### src/rtl/micro_pkg.sv
// Shared definitions for the microprogrammed datapath and its microcode assembler:
// control-word layout and ALU opcodes.
package micro_pkg;

    localparam int CW_W = 17;

    localparam int F_IN_LD  = 16;
    localparam int F_OUT_EN = 15;
    localparam int F_OP_HI  = 14;
    localparam int F_OP_LO  = 12;
    localparam int F_WR_EN  = 11;
    localparam int F_FLG_EN = 10;
    localparam int F_DST_HI = 9;
    localparam int F_DST_LO = 8;
    localparam int F_SA_HI  = 7;
    localparam int F_SA_LO  = 6;
    localparam int F_SB_HI  = 5;
    localparam int F_SB_LO  = 4;
    localparam int F_USE_IMM = 3;
    localparam int F_IMM_HI = 2;
    localparam int F_IMM_LO = 0;

    typedef enum logic [2:0] {
        ALU_PASS = 3'b000,
        ALU_ADD  = 3'b001,
        ALU_SUB  = 3'b010,
        ALU_AND  = 3'b011,
        ALU_OR   = 3'b100,
        ALU_XOR  = 3'b101,
        ALU_SHL  = 3'b110,
        ALU_SHR  = 3'b111
    } alu_op_e;

endpackage

### src/rtl/micro_alu.sv
// Combinational ALU: result is mod 2^WIDTH; carry is carry-out, borrow, or the
// bit shifted out, and zero for pass/logic operations.
module micro_alu
    import micro_pkg::*;
#(
    parameter int WIDTH = 8
) (
    input  logic [WIDTH-1:0] a,
    input  logic [WIDTH-1:0] b,
    input  alu_op_e          op,
    output logic [WIDTH-1:0] result,
    output logic             carry
);

    always_comb begin
        result = a;
        carry  = 1'b0;
        case (op)
            ALU_PASS: result = a;
            ALU_ADD:  {carry, result} = {1'b0, a} + {1'b0, b};
            ALU_SUB: begin
                result = a - b;
                carry  = (a < b);
            end
            ALU_AND:  result = a & b;
            ALU_OR:   result = a | b;
            ALU_XOR:  result = a ^ b;
            ALU_SHL: begin
                result = {a[WIDTH-2:0], 1'b0};
                carry  = a[WIDTH-1];
            end
            ALU_SHR: begin
                result = {1'b0, a[WIDTH-1:1]};
                carry  = a[0];
            end
        endcase
    end

endmodule

### src/rtl/micro_datapath.sv
// Datapath executing one control word per cycle: 4-entry register file, ALU,
// Carry/Zero flags and a registered byte output with a one-cycle valid pulse.
module micro_datapath
    import micro_pkg::*;
#(
    parameter int WIDTH = 8
) (
    input  logic             clk,
    input  logic             reset,
    input  logic [CW_W-1:0]  ControlBus,
    input  logic [WIDTH-1:0] data_in,
    output logic [WIDTH-1:0] data_out,
    output logic             out_valid,
    output logic             CarryFlag,
    output logic             ZeroFlag
);

    logic             in_ld, out_en, wr_en, flg_en, use_imm;
    logic [1:0]       dst, src_a, src_b;
    logic [2:0]       imm;
    alu_op_e          alu_op;

    assign in_ld   = ControlBus[F_IN_LD];
    assign out_en  = ControlBus[F_OUT_EN];
    assign alu_op  = alu_op_e'(ControlBus[F_OP_HI:F_OP_LO]);
    assign wr_en   = ControlBus[F_WR_EN];
    assign flg_en  = ControlBus[F_FLG_EN];
    assign dst     = ControlBus[F_DST_HI:F_DST_LO];
    assign src_a   = ControlBus[F_SA_HI:F_SA_LO];
    assign src_b   = ControlBus[F_SB_HI:F_SB_LO];
    assign use_imm = ControlBus[F_USE_IMM];
    assign imm     = ControlBus[F_IMM_HI:F_IMM_LO];

    logic [WIDTH-1:0] regs_q [4];
    logic [WIDTH-1:0] regs_d [4];
    logic [WIDTH-1:0] data_out_q, data_out_d;
    logic             out_valid_q, out_valid_d;
    logic             carry_q, carry_d, zero_q, zero_d;

    logic [WIDTH-1:0] opnd_a, opnd_b, alu_result;
    logic             alu_carry;

    // Operands always come from the registered file, so reading R[dst] sees the old value.
    assign opnd_a = regs_q[src_a];
    assign opnd_b = use_imm ? {{(WIDTH-3){1'b0}}, imm} : regs_q[src_b];

    micro_alu #(.WIDTH(WIDTH)) u_alu (
        .a      (opnd_a),
        .b      (opnd_b),
        .op     (alu_op),
        .result (alu_result),
        .carry  (alu_carry)
    );

    always_comb begin
        regs_d      = regs_q;
        data_out_d  = data_out_q;
        out_valid_d = out_en;
        carry_d     = carry_q;
        zero_d      = zero_q;
        for (int i = 0; i < 4; i++) begin
            if (dst == 2'(i)) begin
                if (in_ld)
                    regs_d[i] = data_in;
                else if (wr_en)
                    regs_d[i] = alu_result;
            end
        end
        if (out_en)
            data_out_d = opnd_a;
        if (flg_en) begin
            carry_d = alu_carry;
            zero_d  = (alu_result == '0);
        end
    end

    always_ff @(posedge clk) begin
        if (reset) begin
            regs_q      <= '{default: '0};
            data_out_q  <= '0;
            out_valid_q <= 1'b0;
            carry_q     <= 1'b0;
            zero_q      <= 1'b0;
        end else begin
            regs_q      <= regs_d;
            data_out_q  <= data_out_d;
            out_valid_q <= out_valid_d;
            carry_q     <= carry_d;
            zero_q      <= zero_d;
        end
    end

    assign data_out  = data_out_q;
    assign out_valid = out_valid_q;
    assign CarryFlag = carry_q;
    assign ZeroFlag  = zero_q;

endmodule

### config.mk
export PLATFORM = sky130hd
export DESIGN_NAME = micro_datapath
export DESIGN_NICKNAME = d
export VERILOG_FILES = /design/src/rtl/micro_pkg.sv /design/src/rtl/micro_alu.sv /design/src/rtl/micro_datapath.sv
export SDC_FILE = /design/constraint.sdc
export NUM_CORES = 1
export LEC_CHECK = 0
export ABC_AREA = 1
export BUFFER_PORTS_ARGS = -buffer_cell sky130_fd_sc_hd__clkbuf_2
export CORE_MARGIN = 1
export CORE_UTILIZATION = 60
export DETAILED_ROUTE_END_ITERATION = 8
export PLACE_DENSITY = 0.81
export SLEW_MARGIN = 20
export SYNTH_ARGS = -nofsm -noshare
export SYNTH_HDL_FRONTEND = slang
export SYNTH_SLANG_ARGS = --single-unit
### constraint.sdc
create_clock -name clk -period 4.55 [get_ports clk]
set_clock_uncertainty 0.15 [all_clocks]
set_input_delay 1.365 -clock clk [delete_from_list [all_inputs] [get_ports clk]]
set_output_delay 1.365 -clock clk [all_outputs]
set_load 0.02 [all_outputs]
==> impl_results.rst, run 1 <==
.. list-table::
   :header-rows: 1

   * - Metric
     - Value
   * - Placed Cells incl. Taps
     - between 700 and 800
   * - Worst IR Drop VDD
     - between 0.0002 and 0.0003 V
   * - Critical-path cell with the highest stage delay
     - sky130_fd_sc_hd__fa_1
   * - Clk slew on worst S/H paths
     - roughly 100 ps
   * - Post-synth top cells
     - 141 x sky130_fd_sc_hd__nand2_1, 103 x sky130_fd_sc_hd__inv_1, 70 x sky130_fd_sc_hd__nand3_1, 55 x sky130_fd_sc_hd__nor2_1, 46 x sky130_fd_sc_hd__a21oi_1
   * - Synth Register Bits
     - 43
   * - Part of the total power dissipated in combinational logic
     - a little over a third
   * - Data arrival time of the worst path
     - between 4000 and 5000 ps
   * - Period utilisation layout
     - between 80 and 90%
   * - Starting DRC count in detailed routing
     - about 260
   * - Sw Pwr
     - slightly above 400 µW
   * - Synth Net Count
     - 679
   * - Post-layout net count
     - 707
   * - CTS tree
     - built
   * - IO buf count
     - 37
   * - Initial core utilization
     - a little over three fifths
   * - Kind of end point of the critical path
     - flop
   * - Run status
     - finished, final reports clean
   * - Number of nets with antenna violations after routing
     - 0
   * - Sink of the worst hold path
     - CarryFlag$_SDFFE_PP0P_
   * - Wire length of the first global-routing pass
     - between 15000 and 20000 µm
   * - Leakage component of the power
     - 2.164 nW
   * - Synth area leaders
     - sky130_fd_sc_hd__dfxtp_1 23%, sky130_fd_sc_hd__nand2_1 14%, sky130_fd_sc_hd__inv_1 10%
   * - Worst r2r src
     - regs_q[16]$_SDFFE_PP0P_
   * - Die area
     - 6570 µm²
   * - Distinct cell type count after synthesis
     - 35
   * - Fraction of synthesis flops using an asynchronous set or reset pin
     - 0%
   * - Number of maximum-capacitance violations
     - 0
   * - Critical setup path kind
     - in2reg
   * - Final worst-path setup slack
     - 548.2 ps
   * - Capture instance of the worst register-to-register path
     - regs_q[30]$_SDFFE_PP0P_
   * - Count of final setup violators
     - 0
   * - Most used flip-flop cell after synthesis
     - sky130_fd_sc_hd__dfxtp_1
   * - Cell at the root of the clock tree
     - sky130_fd_sc_hd__clkbuf_8
   * - Number of global-route vias before repair
     - ~3700
   * - Most used cell along the critical path
     - sky130_fd_sc_hd__nand2_1
   * - Number of synthesized flops with an enable pin
     - 0
   * - Final weighted congestion in routability-driven placement
     - 0.9627
   * - Warnings, synthesis
     - 0
   * - Clock period minus final worst setup slack
     - 4002 ps
   * - All-layer global routing usage
     - 32.69%
   * - Die X-Extent
     - a little over 80 µm
   * - Io pins
     - 38
   * - Maximum number of pins on one net before global-route repair
     - 29
   * - Power per cell area
     - roughly 260 nW/µm²
   * - DP Wirelength
     - between 8000 and 9000 µm
   * - Number of H-tree levels
     - 2
   * - Total wire length after detailed routing
     - around 10000 µm
   * - Syn_area_per_cell
     - ~6.0 µm²
   * - Final sum of negative setup slack
     - 0 ps
   * - Clock network latency to the later pin of the worst-skew pair
     - ~300 ps
   * - CP Buf/Inv Count
     - 5
   * - F_max
     - around 250 MHz
   * - Utilization of the core after routing
     - between 60 and 70%
   * - Number of max-slew violations in the final report
     - 0
   * - Fraction of layout instances using a drive strength above 1
     - between 10% and 20%
   * - Power share of the clock group
     - about a quarter
   * - Core Box Area
     - around 6000 µm²
   * - Site row count
     - 28
   * - Worst slack, placed
     - just over 300 ps
   * - Kind of cell adding the most delay to the critical path
     - simple AND/OR/NAND/NOR gates
   * - Num Clock Sinks
     - 43
   * - Detailed-router iteration count before antenna repair
     - 5
   * - Worst path required time
     - around 4600 ps
   * - Cells along the critical path
     - clkbuf_2, inv_1, a21oi_1, o21ai_0, nand2_1, nand2_1, o21ai_0, ha_1, inv_1, fa_1, inv_1, nand3_1, nand2_1, nand2_1, nand2_1, nand2_1, nand3_1, nand4_1, nand2_1, nand2_1, o21ai_1, inv_1
   * - Count of cells along the worst hold path
     - 2
   * - Dominant cell by count in the synthesized netlist
     - sky130_fd_sc_hd__nand2_1
   * - Number of cells traversed by the worst register-to-register path
     - 21
   * - Area of the mapped netlist
     - between 3000 and 4000 µm²
   * - Number of buffers inserted during clock tree synthesis
     - 5
   * - Min-Delay Startpoint
     - CarryFlag$_SDFFE_PP0P_
   * - Initial antenna violation count
     - 0
   * - Die height
     - just over 80 µm
   * - Diode count
     - 0
   * - CP Launch Type
     - input pin
   * - Switching part of the total power
     - about two fifths
   * - Critical path peak fanout
     - 9
   * - Biggest area consumer among synthesized cells
     - sky130_fd_sc_hd__dfxtp_1
   * - GR Overflow Total
     - 0
   * - Hold Crit Class
     - reg2reg
   * - Top-area cell type share of the netlist area
     - between 20% and 30%
   * - Growth of design area from synthesis to finish
     - 7.808%
   * - Final Hold Vio Count
     - 0
   * - Final routed DRC violation total
     - 0
   * - Rel. slew slack
     - between 60% and 70%
   * - Slew at the pin with the worst max-slew slack
     - about 580 ps
   * - Longest individual stage delay on the worst path
     - ~370 ps
   * - Routed len/inst
     - approximately 14 µm
   * - Proportion of power drawn by flip-flops and latches
     - around 40%
   * - Setup fix buffers added after clock tree synthesis
     - 0
   * - Reg2Reg Setup Slack
     - 1580 ps
   * - Number of resized instances in the post-cts repair step
     - 0
   * - Count of non-filler cells in the finished layout
     - 730
   * - Internal power contribution
     - between 600 and 700 µW
   * - Synthesized instance count
     - around 630
   * - Vias per Instance
     - between 5 and 6
   * - Setup repair after global routing missed its margin
     - false
   * - Power consumption
     - 1.050 mW
   * - Number of vias in the routed layout
     - 4064
   * - Cts hold-fix bufs
     - 0
   * - Maximum clock insertion buffer count
     - 2
   * - Seq/Total Area, Yosys
     - 22.96%
-- power by group through the flow --
stage	clock [mW]	sequential [mW]	combinational, mW
2_1_floorplan	0	0.430	0.267
3_3_place_gp	0	0.426	0.351
3_5_place_dp	0	0.427	0.360
4_1_cts	0.272	0.419	0.362
5_1_grt	0.279	0.422	0.416
6_report	0.263	0.419	0.367
-- worst max path at each step --
stage               depth (start not counted)                 endpoint  slack [ps]          start
floorplan                                  22  regs_q[14]$_SDFFE_PP0P_         640  ControlBus[5]
global placement                           22  regs_q[30]$_SDFFE_PP0P_         410  ControlBus[5]
detailed placement                         22  regs_q[30]$_SDFFE_PP0P_         300  ControlBus[5]
CTS                                        22  regs_q[30]$_SDFFE_PP0P_         640  ControlBus[5]
global route                               20   regs_q[7]$_SDFFE_PP0P_         240  ControlBus[4]
finish                                     22  regs_q[30]$_SDFFE_PP0P_         550  ControlBus[5]
-- layer usage --
layer / wire length, µm / global-route usage, % / vias to the layer above
met5: 0 / 0 / -
met4: 398 / 16.07 / 0
met3: 684 / 3.820 / 31
met2: 4647 / 54.20 / 164
met1: 4319 / 41.77 / 1824
li1: - / - / 2045
-- tightest hold or removal path, cell delays in order (launching register included) --
cell,delay [ps]
sky130_fd_sc_hd__dfxtp_1,320
sky130_fd_sc_hd__nand2_1,60
sky130_fd_sc_hd__a21oi_1,60
-- registers in the layout, indices dropped and copies added, names as in the netlist --
signal,count
CarryFlag,1
out_valid,1
regs_q,32
ZeroFlag,1
data_out,8
-- stage by stage --
step | hold WS (ps) | instance area [µm²]
floorplan | 333.4 | 3750
global placement | 303.3 | 3948
detailed placement | 314.0 | 3948
CTS | 327.1 | 4043
global route | 343.2 | 4043
finish | 328.0 | 4043
-- cells in the final DEF, fill, tap and decap left out, types with 8 or more instances in the layout --
cell type and n:
sky130_fd_sc_hd__inv_1 103, sky130_fd_sc_hd__a21oi_1 46, sky130_fd_sc_hd__nand2_1 141, sky130_fd_sc_hd__dfxtp_1 43, sky130_fd_sc_hd__o21ai_0 42, sky130_fd_sc_hd__ha_1 24, sky130_fd_sc_hd__nand3_1 70, sky130_fd_sc_hd__o211ai_1 8
sky130_fd_sc_hd__nand2_2 8, sky130_fd_sc_hd__nor2_1 55, sky130_fd_sc_hd__o21ai_1 11, sky130_fd_sc_hd__nand4_1 9, sky130_fd_sc_hd__clkbuf_2 37
-- cell type report --
| class | count | area (µm²) |
|---|---|---|
| tap | 75 | 93.84 |
| inverter | 114 | 431.7 |
| sequential | 43 | 860.8 |
| timing repair buffer | 44 | 237.7 |
| multi-input combinational | 446 | 2323 |
| clock buffer | 5 | 68.82 |
| clock inverter | 3 | 26.28 |
| fill | 597 | 1948 |
-- kinds of logic (layout without fill, tap and decap cells) --
logic type	after synthesis	count (layout)	share of synthesized area (%)
AOI/OAI and AO/OA	111	111	15.55
DFF	43	43	22.96
buffers and inverters	137	166	15.08
and+or+nand+nor	309	309	37.34
adders and majority gates	26	26	9.076
No activity file was read; power rests on OpenSTA's default activity.
==> run 2, diff against run 1 <==
Clock period 4.55 ns to 3.9 ns, I/O delays scaled along.
==> impl_results.rst, run 2 (synthesis results as in run 1) <==
.. list-table::
   :header-rows: 1

   * - Metric
     - Value
   * - Total wire length after detailed routing
     - between 10000 and 15000 µm
   * - Capture instance of the worst register-to-register path
     - regs_q[30]$_SDFFE_PP0P_
   * - Initial antenna violation count
     - 0
   * - Clk slew on worst S/H paths
     - roughly 90 ps
   * - Count of cells along the worst hold path
     - 2
   * - Count of final setup violators
     - 0
   * - Final Hold Vio Count
     - 0
   * - Max FFs per register
     - 32
   * - M2 GR Usage
     - between 50% and 60%
   * - Fraction of layout instances using a drive strength above 1
     - roughly 17%
   * - IO buf count
     - 37
   * - Final routed DRC violation total
     - 0
   * - Routed len/inst
     - roughly 14 µm
   * - Number of max-slew violations in the final report
     - 0
   * - Site row count
     - 28
   * - Run status
     - finished, final reports clean
   * - Num Clock Sinks
     - 43
   * - Commonest cells after routing, fill and taps aside
     - 141 x sky130_fd_sc_hd__nand2_1, 101 x sky130_fd_sc_hd__inv_1, 70 x sky130_fd_sc_hd__nand3_1, 54 x sky130_fd_sc_hd__nor2_1, 46 x sky130_fd_sc_hd__a21oi_1
   * - Starting DRC count in detailed routing
     - around 310
   * - Worst r2r src
     - regs_q[8]$_SDFFE_PP0P_
   * - Vias per Instance
     - approximately 5.5
   * - Post-layout net count
     - approximately 730
   * - Top reg by flops
     - regs_q
   * - Core Box Area
     - 5991 µm²
   * - F_max
     - between 200 and 300 MHz
   * - Die X-Extent
     - between 80 and 90 µm
   * - Number of buffers inserted during clock tree synthesis
     - 5
   * - Setup repair after global routing missed its margin
     - false
   * - Detailed-router iteration count before antenna repair
     - 5
   * - Power consumption
     - approximately 1.3 mW
   * - Count of non-filler cells in the finished layout
     - 754
   * - All-layer global routing usage
     - between 30% and 40%
   * - Min-Delay Startpoint
     - CarryFlag$_SDFFE_PP0P_
   * - Die height
     - around 80 µm
   * - Number of global-route vias before repair
     - 3739
   * - Worst IR Drop VDD
     - roughly 0.00032 V
   * - Slew at the pin with the worst max-slew slack
     - 484.7 ps
   * - Growth of design area from synthesis to finish
     - 13.55%
   * - Worst path required time
     - around 4000 ps
   * - Hold Crit Class
     - reg2reg
   * - Rel. slew slack
     - approximately 68%
   * - Io pins
     - 38
   * - Filler cell count
     - about 560
   * - Diode count
     - 0
   * - Met3 track utilization from global routing
     - between 5 and 6%
   * - Final weighted congestion in routability-driven placement
     - 0.9178
   * - Global routing met1 resource utilization
     - around 43%
   * - Placed Cells incl. Taps
     - around 750
   * - Number of maximum-capacitance violations
     - 0
   * - Number of cells traversed by the worst register-to-register path
     - 21
   * - Initial core utilization
     - between 60% and 70%
   * - Global routing's busiest layer
     - met2
   * - GR Overflow Total
     - 0
   * - Maximum clock insertion buffer count
     - 2
   * - Final worst-path setup slack
     - between 200 and 250 ps
   * - Kind of end point of the critical path
     - flop
   * - Leakage component of the power
     - 2.272 nW
   * - Number of nets with antenna violations after routing
     - 0
   * - Final sum of negative setup slack
     - 0 ps
   * - Period utilisation layout
     - 93.72%
   * - Cts hold-fix bufs
     - 0
   * - Critical setup path kind
     - in2reg
   * - Critical path peak fanout
     - 16
   * - Cell at the root of the clock tree
     - sky130_fd_sc_hd__clkbuf_8
   * - Wire length of the first global-routing pass
     - 17160 µm
   * - Maximum number of pins on one net before global-route repair
     - 18
   * - Number of vias in the routed layout
     - between 4000 and 5000
   * - Worst hold margin
     - 325.1 ps
   * - DP Wirelength
     - about 8700 µm
   * - Number of H-tree levels
     - 2
   * - Sink of the worst hold path
     - CarryFlag$_SDFFE_PP0P_
   * - Clock period minus final worst setup slack
     - around 3700 ps
   * - Data arrival time of the worst path
     - 3720 ps
   * - CTS tree
     - built
   * - Die area
     - ~6600 µm²
   * - Power per cell area
     - 299.4 nW/µm²
   * - CP Launch Type
     - input pin
   * - Reg2Reg Setup Slack
     - approximately 1000 ps
   * - Worst slack, placed
     - -82.36 ps
   * - Commonest non-fill, non-tap cell in the layout
     - sky130_fd_sc_hd__nand2_1
   * - Clock network latency to the later pin of the worst-skew pair
     - around 310 ps
==> run 2: how the worst max path moves through the flow <==
stage / from / endpoint / slack, ps / depth (start not counted)
6_report: ControlBus[4] / regs_q[30]$_SDFFE_PP0P_ / 240 / 22
5_1_grt: ControlBus[4] / regs_q[14]$_SDFFE_PP0P_ / 5 / 22
4_1_cts: ControlBus[4] / regs_q[22]$_SDFFE_PP0P_ / 240 / 22
3_5_place_dp: ControlBus[4] / regs_q[22]$_SDFFE_PP0P_ / -80 / 22
3_3_place_gp: ControlBus[4] / regs_q[22]$_SDFFE_PP0P_ / -40 / 22
2_1_floorplan: ControlBus[5] / regs_q[14]$_SDFFE_PP0P_ / 190 / 22
==> run 2: per-layer routing <==
metal / vias up / wire [µm]
met5: - / 0
met4: 0 / 405
met3: 28 / 767
met2: 197 / 5132
met1: 1855 / 4510
li1: 2091 / -
==> run 2: cell type report <==
cell class / instances / area [µm²] / area share (%)
Tap cell: 75 / 93.84 / 2.204
Clock inverter: 3 / 23.77 / 0.5583
Multi-Input combinational cell: 446 / 2332 / 54.78
Timing Repair Buffer: 68 / 442.9 / 10.40
Clock buffer: 5 / 68.82 / 1.616
Sequential cell: 43 / 860.8 / 20.22
Inverter: 114 / 435.4 / 10.23
==> run 2: where the power goes <==
group	total (mW)	internal (mW)	switching, mW
Clock	0.307	0.128	0.179
Combinational	0.478	0.176	0.303
Sequential	0.489	0.469	0.0204
Total	1.27	0.773	0.502
==> run 2: per-stage QoR <==
step / utilization, % / cell area [µm²]
final: 71.07 / 4258
after global routing: 71.07 / 4258
after CTS: 70.74 / 4238
after detailed placement: 69.19 / 4145
after global placement: 69.19 / 4145
after floorplan: - / 3750
==> run 2: worst max-delay path, cell delays in order <==
cell and delay, ps:
sky130_fd_sc_hd__clkbuf_2 110, sky130_fd_sc_hd__buf_12 150, sky130_fd_sc_hd__a21oi_1 130, sky130_fd_sc_hd__o21ai_0 110, sky130_fd_sc_hd__nand2_1 100, sky130_fd_sc_hd__nand2_1 70, sky130_fd_sc_hd__o21ai_2 100, sky130_fd_sc_hd__ha_2 210
sky130_fd_sc_hd__inv_1 50, sky130_fd_sc_hd__fa_1 390, sky130_fd_sc_hd__inv_1 90, sky130_fd_sc_hd__nand3_1 100, sky130_fd_sc_hd__nand2_1 110, sky130_fd_sc_hd__nand2_1 90, sky130_fd_sc_hd__nand2_1 70, sky130_fd_sc_hd__nand2_1 60
sky130_fd_sc_hd__nand3_1 90, sky130_fd_sc_hd__nand4_1 100, sky130_fd_sc_hd__nand2_1 70, sky130_fd_sc_hd__nand2_1 140, sky130_fd_sc_hd__o21ai_1 160, sky130_fd_sc_hd__inv_1 50
==> run 2: what timing repair did <==
item,in CTS,in global routing
setup buffers,0,1
setup endpoints to repair,0,9
resized for setup,0,6
==> run 3, diff against run 2 <==
Settings changed: CORE_UTILIZATION 60 to 50, PLACE_DENSITY 0.81 to 0.69.
==> impl_results.rst, run 3 (synthesis results as in run 1) <==
.. list-table::
   :header-rows: 1

   * - Metric
     - Value
   * - Wire length of the first global-routing pass
     - between 15000 and 20000 µm
   * - Hold Crit Class
     - reg2reg
   * - Capture instance of the worst register-to-register path
     - regs_q[22]$_SDFFE_PP0P_
   * - Number of buffers inserted during clock tree synthesis
     - 5
   * - Growth of design area from synthesis to finish
     - 12.68%
   * - Setup repair after global routing missed its margin
     - false
   * - Cts hold-fix bufs
     - 0
   * - Kind of end point of the critical path
     - flop
   * - DP Wirelength
     - between 8000 and 9000 µm
   * - Slew at the pin with the worst max-slew slack
     - roughly 590 ps
   * - All-layer global routing usage
     - about 30%
   * - Top reg by flops
     - regs_q
   * - Starting DRC count in detailed routing
     - between 200 and 250
   * - Core Box Area
     - between 7000 and 8000 µm²
   * - Number of max-slew violations in the final report
     - 0
   * - Number of global-route vias before repair
     - around 3700
   * - Reg2Reg Setup Slack
     - between 900 and 1000 ps
   * - Number of resized instances in the post-cts repair step
     - 0
   * - Total wire length after detailed routing
     - between 10000 and 15000 µm
   * - Detailed-router iteration count before antenna repair
     - 5
   * - Min-Delay Startpoint
     - ZeroFlag$_SDFFE_PP0P_
   * - F_max
     - ~270 MHz
   * - Clock period minus final worst setup slack
     - 3679 ps
   * - Period utilisation layout
     - a little over nine tenths
   * - Leakage component of the power
     - around 2.2 nW
   * - Final weighted congestion in routability-driven placement
     - 0.9190
   * - Worst r2r src
     - regs_q[9]$_SDFFE_PP0P_
   * - Switching part of the total power
     - roughly two fifths
   * - Power per cell area
     - 294.8 nW/µm²
   * - Data arrival time of the worst path
     - between 3000 and 4000 ps
   * - Count of final setup violators
     - 0
   * - Power share of the clock group
     - a little under a quarter
   * - End of the critical path
     - regs_q[22]$_SDFFE_PP0P_
   * - Maximum number of pins on one net before global-route repair
     - 29
   * - Internal power contribution
     - around 760 µW
   * - Critical path peak fanout
     - 16
   * - Final sum of negative setup slack
     - 0 ps
   * - Area taken by flip-flops and latches
     - 860.8 µm²
   * - Routed len/inst
     - 14.03 µm
   * - Worst path required time
     - between 3000 and 4000 ps
   * - Num Clock Sinks
     - between 40 and 50
   * - Rel. slew slack
     - ~60%
   * - Initial core utilization
     - about half
   * - Die height
     - slightly below 90 µm
   * - Site row count
     - 31
   * - Post-Layout Inst Area
     - ~4200 µm²
   * - Setup fix buffers added after clock tree synthesis
     - 0
   * - Number of cells traversed by the worst register-to-register path
     - 20
   * - Number of maximum-capacitance violations
     - 0
   * - Maximum clock insertion buffer count
     - 2
   * - Sw Pwr
     - between 400 and 500 µW
   * - Worst IR Drop VDD
     - 0.0002477 V
   * - GR Overflow Total
     - 0
   * - Placed cell area
     - 4125 µm²
   * - IO buf count
     - 37
   * - Final routed DRC violation total
     - 0
   * - Final Hold Vio Count
     - 0
   * - Diode count
     - 0
   * - Filler cell count
     - 755
   * - Number of H-tree levels
     - 2
   * - Cell at the root of the clock tree
     - sky130_fd_sc_hd__clkbuf_8
   * - Clock network latency to the later pin of the worst-skew pair
     - roughly 300 ps
   * - Worst hold margin
     - around 340 ps
   * - Final worst-path setup slack
     - roughly 220 ps
   * - Clk slew on worst S/H paths
     - around 90 ps
   * - Number of nets with antenna violations after routing
     - 0
   * - Die area
     - 7850 µm²
   * - Part of the total power dissipated in combinational logic
     - a little under two fifths
   * - Fraction of layout instances using a drive strength above 1
     - between 15 and 20%
   * - Multi-input combinational cell area
     - 2338 µm²
   * - Vias per Instance
     - 5.258
   * - Run status
     - finished, final reports clean
   * - Critical setup path kind
     - in2reg
   * - Die X-Extent
     - approximately 90 µm
   * - Proportion of power drawn by flip-flops and latches
     - 39.2%
   * - CP Launch Type
     - input pin
   * - Worst slack, placed
     - -60.85 ps
   * - Post-layout net count
     - a little over 700
   * - Commonest cells after routing, fill and taps aside
     - 141 x sky130_fd_sc_hd__nand2_1, 103 x sky130_fd_sc_hd__inv_1, 70 x sky130_fd_sc_hd__nand3_1, 55 x sky130_fd_sc_hd__nor2_1, 46 x sky130_fd_sc_hd__a21oi_1
   * - Io pins
     - 38
   * - Number of vias in the routed layout
     - 4059
   * - Commonest non-fill, non-tap cell in the layout
     - sky130_fd_sc_hd__nand2_1
   * - Start point of the critical path
     - ControlBus[4]
   * - Initial antenna violation count
     - 0
   * - CTS tree
     - built
   * - Max FFs per register
     - 32
[run 3: routing by layer]
| layer | track usage [%] | up-vias | share of wire [%] |
|---|---|---|---|
| li1 | - | 2079 | - |
| met1 | 37.51 | 1814 | 44 |
| met2 | 52.59 | 142 | 48 |
| met3 | 3.545 | 24 | 6.1 |
| met4 | 7.185 | 0 | 1.8 |
| met5 | 0 | - | 0 |
[run 3: metrics by stage]
| step | instances | power (mW) | util [%] |
|---|---|---|---|
| floorplan | 626 | 0.8136 | - |
| global placement | 764 | 0.9462 | 56.87 |
| detailed placement | 764 | 0.9560 | 56.87 |
| CTS | 772 | 1.239 | 58.05 |
| global route | 772 | 1.327 | 58.25 |
| finish | 772 | 1.246 | 58.25 |
[run 3: area by class of cell]
class | instances | area share [%]
flip-flops and latches | 43 | 20.37
well taps | 99 | 2.932
multi-input cells | 446 | 55.34
clock inverters | 2 | 0.2961
clock buffers | 6 | 1.718
inverters | 114 | 10.22
repair buffers | 62 | 9.121
[run 3: worst min-delay path by stage]
stage | end | slack [ps] | cells past startpoint
global route | CarryFlag$_SDFFE_PP0P_ | 360 | 2
global placement | CarryFlag$_SDFFE_PP0P_ | 310 | 2
CTS | ZeroFlag$_SDFFE_PP0P_ | 340 | 2
detailed placement | ZeroFlag$_SDFFE_PP0P_ | 320 | 2
floorplan | regs_q[18]$_SDFFE_PP0P_ | 330 | 2
finish | ZeroFlag$_SDFFE_PP0P_ | 340 | 2
[run 3: power groups by stage]
stage	Sequential (mW)	Combinational [mW]	Clock [mW]
detailed placement	0.498	0.458	0
finish	0.489	0.469	0.288
floorplan	0.501	0.312	0
global route	0.492	0.526	0.309
CTS	0.488	0.460	0.291
global placement	0.498	0.448	0
[run 3: critical path, stage by stage]
cell	delay, ps
sky130_fd_sc_hd__clkbuf_2	110
sky130_fd_sc_hd__buf_12	140
sky130_fd_sc_hd__a21oi_1	140
sky130_fd_sc_hd__o21ai_0	120
sky130_fd_sc_hd__nand2_1	110
sky130_fd_sc_hd__nand2_1	80
sky130_fd_sc_hd__o21ai_2	90
sky130_fd_sc_hd__ha_2	200
sky130_fd_sc_hd__inv_1	50
sky130_fd_sc_hd__fa_1	390
sky130_fd_sc_hd__inv_1	90
sky130_fd_sc_hd__nand3_1	90
sky130_fd_sc_hd__nand2_1	120
sky130_fd_sc_hd__nand2_1	80
sky130_fd_sc_hd__nand2_1	70
sky130_fd_sc_hd__nand2_1	70
sky130_fd_sc_hd__nand3_1	80
sky130_fd_sc_hd__nand4_1	110
sky130_fd_sc_hd__nand2_1	90
sky130_fd_sc_hd__nand2_1	130
sky130_fd_sc_hd__o21ai_1	150
sky130_fd_sc_hd__inv_1	60
